## config.mk

```make
export PLATFORM = sky130hd
export DESIGN_NAME = activity_stretch
export DESIGN_NICKNAME = d
export VERILOG_FILES = /design/src/rtl/activity_stretch.sv
export SDC_FILE = /design/constraint.sdc
export NUM_CORES = 1
export LEC_CHECK = 0
export BUFFER_PORTS_ARGS = -buffer_cell sky130_fd_sc_hd__buf_2
export CAP_MARGIN = 30
export CORE_AREA = 2 2 235 237
export CTS_CLUSTER_DIAMETER = 150
export DETAILED_ROUTE_END_ITERATION = 10
export DIE_AREA = 0 0 237 239
export PLACE_DENSITY_LB_ADDON = 0.05
export REMOVE_ABC_BUFFERS = 1
export SKIP_LAST_GASP = 1
export SYNTH_ARGS = -nofsm -noshare
export SYNTH_HDL_FRONTEND = slang
export SYNTH_SLANG_ARGS = --single-unit
export TNS_END_PERCENT = 10
```

## constraint.sdc

```tcl
create_clock -name clk -period 3.8 [get_ports clk]
set_clock_uncertainty 0.1 [all_clocks]
set_input_delay 0 -clock clk [delete_from_list [all_inputs] [get_ports clk]]
set_output_delay 0 -clock clk [all_outputs]
set_load 0.02 [all_outputs]
```

## src/rtl/activity_stretch.sv

```systemverilog
// activity_stretch: 32-channel MIDI activity stretcher, fixed on-time then forced off-gap per channel.
module activity_stretch #(
  parameter int CLK_HZ    = 100_000_000,
  parameter int TICK_HZ   = 1000,
  parameter int ON_TICKS  = 30,
  parameter int OFF_TICKS = 20,
  parameter int CNT_W     = 6
) (
  input  logic        clk,
  input  logic        rst,
  input  logic [15:0] rx_strobe,
  input  logic [15:0] tx_strobe,
  output logic [15:0] in_act,
  output logic [15:0] out_act,
  output logic        tick
);
  localparam int DIV = CLK_HZ / TICK_HZ;
  localparam int PW = $clog2(DIV);
  localparam logic [CNT_W-1:0] ON_LD = CNT_W'(ON_TICKS - 1);
  localparam logic [CNT_W-1:0] OFF_LD = CNT_W'(OFF_TICKS - 1);
  typedef enum logic [1:0] {IDLE, ON, OFF} st_t;
  logic [PW-1:0] pre;
  st_t st [32];
  logic [CNT_W-1:0] cnt [32];
  logic [31:0] pend, s, act;
  assign s = {tx_strobe, rx_strobe};
  assign tick = pre == PW'(DIV - 1);
  assign in_act = act[15:0];
  assign out_act = act[31:16];
  always_comb begin
    act = '0;
    for (int i = 0; i < 32; i++) act[i] = st[i] == ON;
  end
  always_ff @(posedge clk) begin
    if (rst) begin
      pre <= '0;
      pend <= '0;
      for (int i = 0; i < 32; i++) begin
        st[i] <= IDLE;
        cnt[i] <= '0;
      end
    end else begin
      pre <= tick ? '0 : pre + 1'b1;
      for (int i = 0; i < 32; i++) begin
        case (st[i])
          IDLE: if (s[i]) begin
            st[i] <= ON;
            cnt[i] <= ON_LD;
            pend[i] <= 1'b0;
          end
          ON: begin
            // retrigger only arms one more blink; the on-time is never extended
            if (s[i]) pend[i] <= 1'b1;
            if (tick) begin
              cnt[i] <= cnt[i] == '0 ? OFF_LD : cnt[i] - 1'b1;
              if (cnt[i] == '0) st[i] <= OFF;
            end
          end
          OFF: if (tick && cnt[i] == '0) begin
            st[i] <= (pend[i] | s[i]) ? ON : IDLE;
            cnt[i] <= (pend[i] | s[i]) ? ON_LD : '0;
            pend[i] <= 1'b0;
          end else begin
            if (s[i]) pend[i] <= 1'b1;
            if (tick) cnt[i] <= cnt[i] - 1'b1;
          end
          default: st[i] <= IDLE;
        endcase
      end
    end
  end
endmodule

```

; After elaboration in Yosys (flattened, before gate mapping)
; Memory sizes are Yosys's and may differ from the RTL's.
; Index checks and enable logic that the tools add are counted.
[totals]
ramBits = 256
regBits = 49
mem_count = 2
out_inout_bits = 33
input_bits = 34
wordCells = 1865
[memory_table]
columns = name, depth, width, read_ports, rd_ports_with_merged_regs, write_ports, line_no
row1 = cnt, 32, 6, 32, 0, 32, 24  ; logic [CNT_W-1:0] cnt [32];
row2 = st, 32, 2, 32, 0, 32, 23  ; st_t st [32];
[classes]
n_eq_ne = 97
bitwise = 288
muxes = 1219
add_sub_neg = 33
reduce_logical = 193
[op_table]
columns = op, n
row1 = $mux 6, 160
row2 = $mux 1, 867
row3 = $or 1x1->1, 288
row4 = $mux 2, 128
row5 = $logic_not 6->1, 32
row6 = $sub 6x1->6 const B, 32
row7 = $mux 5, 32
row8 = $pmux 1 s3, 32
row9 = $reduce_bool 3->1, 32
row10 = $reduce_or 3->1, 32
row11 = $eq 2x1->1 const B, 32
row12 = $eq 2x2->1 const B, 32
row13 = $logic_not 2->1, 32
row14 = $ne 2x2->1 const B, 32
row15 = $reduce_and 2->1, 32
row16 = $logic_and 1x1->1, 32
row17 = $add 17x1->17 const B, 1
row18 = $eq 17x17->1 const B, 1
row19 = $reduce_or 2->1, 1

; Depth between registers and ports, before layout
[logic_depth]
depth_word = 9
mapped_depth = 10
ltp_nobuf = 7

; Worst setup path before layout
; Ideal clock, no wire load.
[synth_timing]
kind = reg-to-reg
from = register pre[6]
to = memory cnt[27][0] (netlist: cnt[1][66]), enable pin
path_buffers = 3
required_time_ns = 3.323
synth_period_minus_slack_ns = 2.908
arrival_time_ns = 2.431
setup_time_ns = 0.377
path_slack_ns = 0.892
path_stages_with_launch = 7
cell_sequence = dfxtp_1 > or4_4 > or4_1 > buf_2 > clkbuf_1 > clkbuf_1 > o21ai_0
[synth_lines]
columns = item, line_no
row1 = from (decl), 22  ; logic [PW-1:0] pre;
row2 = from (signal assigned), 43  ; pre <= tick ? '0 : pre + 1'b1;
row3 = to (decl), 24

==> metrics.txt <==
# TYPE chip_impl_metric gauge
chip_impl_metric{name="track_usage",unit=""} 0.184
chip_impl_info{name="worst_path_dominant_cell_family",value="simple AND/OR/NAND/NOR gates"} 1
chip_impl_metric{name="dp_hpwl",unit="um"} 35800
chip_impl_metric{name="clock_path_buffers",unit=""} 3
chip_impl_metric{name="period_minus_slack",unit="ps"} 3300
chip_impl_metric{name="critical_path_required",unit="ps"} 3920
chip_impl_info{name="synth_top_family_by_area",value="simple AND/OR/NAND/NOR gates"} 1
chip_impl_info{name="crit_slowest_cell",value="sky130_fd_sc_hd__or4_4"} 1
chip_impl_info{name="cts_tree",value="built"} 1
chip_impl_metric{name="postSynthCellCount",unit=""} 2296
chip_impl_metric{name="synthArstFlopShare",unit=""} 0
chip_impl_metric{name="placement_rows",unit=""} 86
chip_impl_metric{name="leakagePower",unit="nW"} 9.03
chip_impl_metric{name="peakVddDrop",unit="mV"} 0.263
chip_impl_info{name="run_status",value="finished, final reports clean"} 1
chip_impl_info{name="timing_worst_setup_path_type",value="reg2reg"} 1
chip_impl_metric{name="die_area",unit="um^2"} 56600
chip_impl_metric{name="finalSetupViolCount",unit=""} 0
chip_impl_metric{name="n_antenna_cell",unit=""} 0
chip_impl_info{name="clockRootBuffer",value="sky130_fd_sc_hd__clkbuf_16"} 1
chip_impl_info{name="hold_path.class",value="in2reg"} 1
chip_impl_info{name="worst_setup_path_start_kind",value="flop"} 1
chip_impl_metric{name="pwr_density",unit="nW/um^2"} 381
chip_impl_metric{name="layout.nets",unit=""} 2611
chip_impl_metric{name="gp_congestion",unit=""} 0.784
chip_impl_metric{name="start_util",unit=""} 0.393
chip_impl_metric{name="cts_sinks",unit=""} 305
chip_impl_metric{name="cts_setup_buffers",unit=""} 0
chip_impl_metric{name="synth-warning-count",unit=""} 0
chip_impl_metric{name="grt_remaining_overflow",unit=""} 0
chip_impl_metric{name="synth_compound_area_frac",unit=""} 0.170
chip_impl_metric{name="wire_length_of_the_first_global_routing_pass",unit="um"} 86400
chip_impl_metric{name="max_clock_freq",unit="MHz"} 303
chip_impl_metric{name="synthesis.area_per_instance",unit="um^2"} 9.30
chip_impl_metric{name="synth_adder_area_share",unit=""} 0.113
chip_impl_metric{name="ys_ff_latch",unit=""} 305
chip_impl_info{name="timing.critical_path.to_type",value="flop"} 1
chip_impl_info{name="synthFlopType",value="sky130_fd_sc_hd__edfxtp_1"} 1
chip_impl_metric{name="antenna_violations_before_repair",unit=""} 1
chip_impl_metric{name="final_cell_count_no_fill",unit=""} 3118
chip_impl_info{name="cp_common_cell",value="sky130_fd_sc_hd__or4_4"} 1
chip_impl_metric{name="slew-limit-headroom",unit=""} 0.422
chip_impl_metric{name="ioPinCount",unit=""} 67
chip_impl_metric{name="tritoncts_buffers",unit=""} 39
chip_impl_metric{name="die_y",unit="um"} 239
chip_impl_info{name="unrepaired_setup_endpoints_after_global_routing",value="no"} 1
chip_impl_metric{name="synthMuxAreaShare",unit=""} 0.0121
chip_impl_metric{name="pin_count_of_the_biggest_net_entering_global_routing",unit=""} 75
chip_impl_metric{name="dpl.cell_count",unit=""} 3014
chip_impl_metric{name="finalCritPeriodShare",unit=""} 0.869
chip_impl_metric{name="post_route_cells_drive_above_1_share",unit=""} 0.0932
chip_impl_metric{name="max_cap_viols",unit=""} 0
chip_impl_metric{name="drc_errors",unit=""} 0
chip_impl_metric{name="drt_pass1_iterations",unit=""} 5
chip_impl_metric{name="fill_cell_count",unit=""} 5222
chip_impl_metric{name="io_buffer_count",unit=""} 66
chip_impl_metric{name="finalHoldViolations",unit=""} 0
chip_impl_metric{name="vias_in_the_first_global_route",unit=""} 16853
chip_impl_metric{name="postRouteWirelength",unit="um"} 52300
chip_impl_metric{name="die_w",unit="um"} 237
chip_impl_metric{name="worstPathMaxFanout",unit=""} 37
chip_impl_metric{name="synth_simple_gate_area_share",unit=""} 0.194
chip_impl_metric{name="detail_route.wl_per_cell",unit="um"} 16.8
chip_impl_metric{name="antenna_violating_nets_post_route",unit=""} 0
chip_impl_info{name="commonest_non_fill_non_tap_cells_in_the_layout",value="sky130_fd_sc_hd__edfxtp_1, sky130_fd_sc_hd__nor2_1, sky130_fd_sc_hd__ha_1, sky130_fd_sc_hd__inv_1, sky130_fd_sc_hd__a21oi_1"} 1
chip_impl_metric{name="vias",unit=""} 17145
chip_impl_metric{name="mappedNetlistArea",unit="um^2"} 21400
chip_impl_metric{name="avgViaCountPerCell",unit=""} 5.50
chip_impl_metric{name="power.total",unit="mW"} 9.18
chip_impl_info{name="layout_commonest_cell",value="sky130_fd_sc_hd__edfxtp_1"} 1
chip_impl_metric{name="clk_pin_slew_worst_paths",unit="ps"} 60
chip_impl_metric{name="post_cts.resized_instances",unit=""} 0
chip_impl_metric{name="clk_latency",unit="ps"} 560
chip_impl_metric{name="detailedRoute.firstIterationViolations",unit=""} 985
chip_impl_metric{name="critPathMaxStageDelay",unit="ps"} 730
chip_impl_metric{name="seq_area_frac_synth",unit=""} 0.406
chip_impl_metric{name="yosys.area_share.xor_xnor",unit=""} 0.0566
chip_impl_metric{name="timing.final.max_slew_violations",unit=""} 0
chip_impl_metric{name="cts_hold_repair.buffers",unit=""} 33
chip_impl_metric{name="flow.area_growth_from_synthesis",unit="%"} 12.7
chip_impl_metric{name="transition_time_at_the_pin_with_the_least_slew_margin",unit="ps"} 846
chip_impl_metric{name="clock_tree.htree_level_count",unit=""} 2
chip_impl_metric{name="synth_cell_type_count",unit=""} 73
chip_impl_metric{name="core_area",unit="um^2"} 54300
chip_impl_metric{name="worstPathArrival",unit="ps"} 3420
chip_impl_metric{name="number_of_synthesized_flops_with_an_enable_pin",unit=""} 256
chip_impl_metric{name="wp_buf_inv",unit=""} 1
chip_impl_info{name="crit_chain",value="or4_4 > or4_4 > buf_4 > or3_1 > o21ai_0"} 1
registers in the layout, indices dropped and copies added, names as in the netlist:
name  cells
pre      17
cnt     192
st       64
pend     32
power breakdown:
group / switching (mW) / internal (mW) / total [mW] / leakage, nW
logic: 0.951 / 0.663 / 1.61 / 5.39
registers: 0.189 / 3.89 / 4.08 / 3.06
clock network: 1.45 / 2.03 / 3.49 / 0.572
metal layers:
metal	wire length, um	global-route usage	up-vias
li1	-	-	8602
met1	25500	0.254	8199
met2	23900	0.302	271
met3	1880	0.0252	73
met4	1040	0.0537	0
met5	0	0	-
cell families after synthesis:
| family | Yosys count |
|---|---|
| AND/OR/NAND/NOR | 809 |
| AO/OA/AOI/OAI | 564 |
| flip-flops | 305 |
| buffers and inverters | 262 |
| adder cells (fa/ha/maj) | 193 |
| XOR/XNOR | 138 |
| multiplexers | 25 |
metrics by stage:
stage	cell area, um^2	hold slack [ps]	util	setup TNS (ps)	worst slack (ps)
finish	24100	205	0.443	0	497
global route	24100	210	0.443	0	350
CTS	24100	167	0.443	0	521
detailed placement	22600	211	0.415	0	527
global placement	22600	203	0.415	0	583
floorplan	20900	-30.9	-	-118580	-1200
worst min-delay path, cell delays in order:
cell                            delay (ps)
sky130_fd_sc_hd__dlygate4sd3_1         530
sky130_fd_sc_hd__buf_2                 150
sky130_fd_sc_hd__nand3_1                70
sky130_fd_sc_hd__o32ai_1                60
synth_stat cells, types with 9 or more instances:
cell | count | share of area
sky130_fd_sc_hd__edfxtp_1 | 256 | 0.36
sky130_fd_sc_hd__nor2_1 | 200 | 0.035
sky130_fd_sc_hd__ha_1 | 193 | 0.11
sky130_fd_sc_hd__inv_1 | 163 | 0.029
sky130_fd_sc_hd__a21oi_1 | 147 | 0.034
sky130_fd_sc_hd__nand2_1 | 140 | 0.025
sky130_fd_sc_hd__nor3_1 | 139 | 0.033
sky130_fd_sc_hd__o21ai_0 | 139 | 0.033
sky130_fd_sc_hd__xnor2_1 | 100 | 0.041
sky130_fd_sc_hd__clkbuf_1 | 64 | 0.011
sky130_fd_sc_hd__nand3_1 | 60 | 0.014
sky130_fd_sc_hd__dfxtp_1 | 49 | 0.046
sky130_fd_sc_hd__a31oi_1 | 41 | 0.012
sky130_fd_sc_hd__nor4_1 | 39 | 0.011
sky130_fd_sc_hd__xor2_1 | 38 | 0.016
sky130_fd_sc_hd__nand2b_1 | 33 | 0.0097
sky130_fd_sc_hd__or3_1 | 29 | 0.0085
sky130_fd_sc_hd__o211ai_1 | 24 | 0.0084
sky130_fd_sc_hd__a22oi_1 | 23 | 0.0081
sky130_fd_sc_hd__or3b_2 | 23 | 0.0094
sky130_fd_sc_hd__and3_1 | 20 | 0.0059
sky130_fd_sc_hd__nand3b_1 | 20 | 0.0070
sky130_fd_sc_hd__o221ai_1 | 20 | 0.0082
sky130_fd_sc_hd__o22ai_1 | 19 | 0.0056
sky130_fd_sc_hd__o31ai_1 | 19 | 0.0067
sky130_fd_sc_hd__and2_1 | 18 | 0.0053
sky130_fd_sc_hd__mux2i_1 | 18 | 0.0084
sky130_fd_sc_hd__and3b_1 | 17 | 0.0070
sky130_fd_sc_hd__buf_2 | 17 | 0.0040
sky130_fd_sc_hd__nor3b_1 | 17 | 0.0060
sky130_fd_sc_hd__a21boi_0 | 15 | 0.0053
sky130_fd_sc_hd__or2_2 | 14 | 0.0041
sky130_fd_sc_hd__a22o_1 | 13 | 0.0053
sky130_fd_sc_hd__o32ai_1 | 13 | 0.0053
sky130_fd_sc_hd__a2111oi_0 | 12 | 0.0049
sky130_fd_sc_hd__buf_1 | 12 | 0.0021
sky130_fd_sc_hd__a211oi_1 | 9 | 0.0032
sky130_fd_sc_hd__a21o_1 | 9 | 0.0032
sky130_fd_sc_hd__nand4_1 | 9 | 0.0026
area by class of cell:
type                    count  area [um^2]  area share
clock buffers              61         1130      0.0470
clock inverters            10         42.5     0.00177
inverters                 164          621      0.0258
multi-input cells        1729        11700       0.485
flip-flops and latches    305         8670       0.360
well taps                 704          881      0.0366
repair buffers            145         1050      0.0436
path summary, 6_finish.rpt:
check,from,to,slack [ps],depth (start not counted)
worst max-delay path,pre[6],st[1][1],500,5
worst min-delay path,tx_strobe[5],pend[21],200,4
worst max register to register,pre[6],st[1][1],500,5
worst min register to register,pre[0],pre[0],370,1
Power figures use the tool's default switching activity.
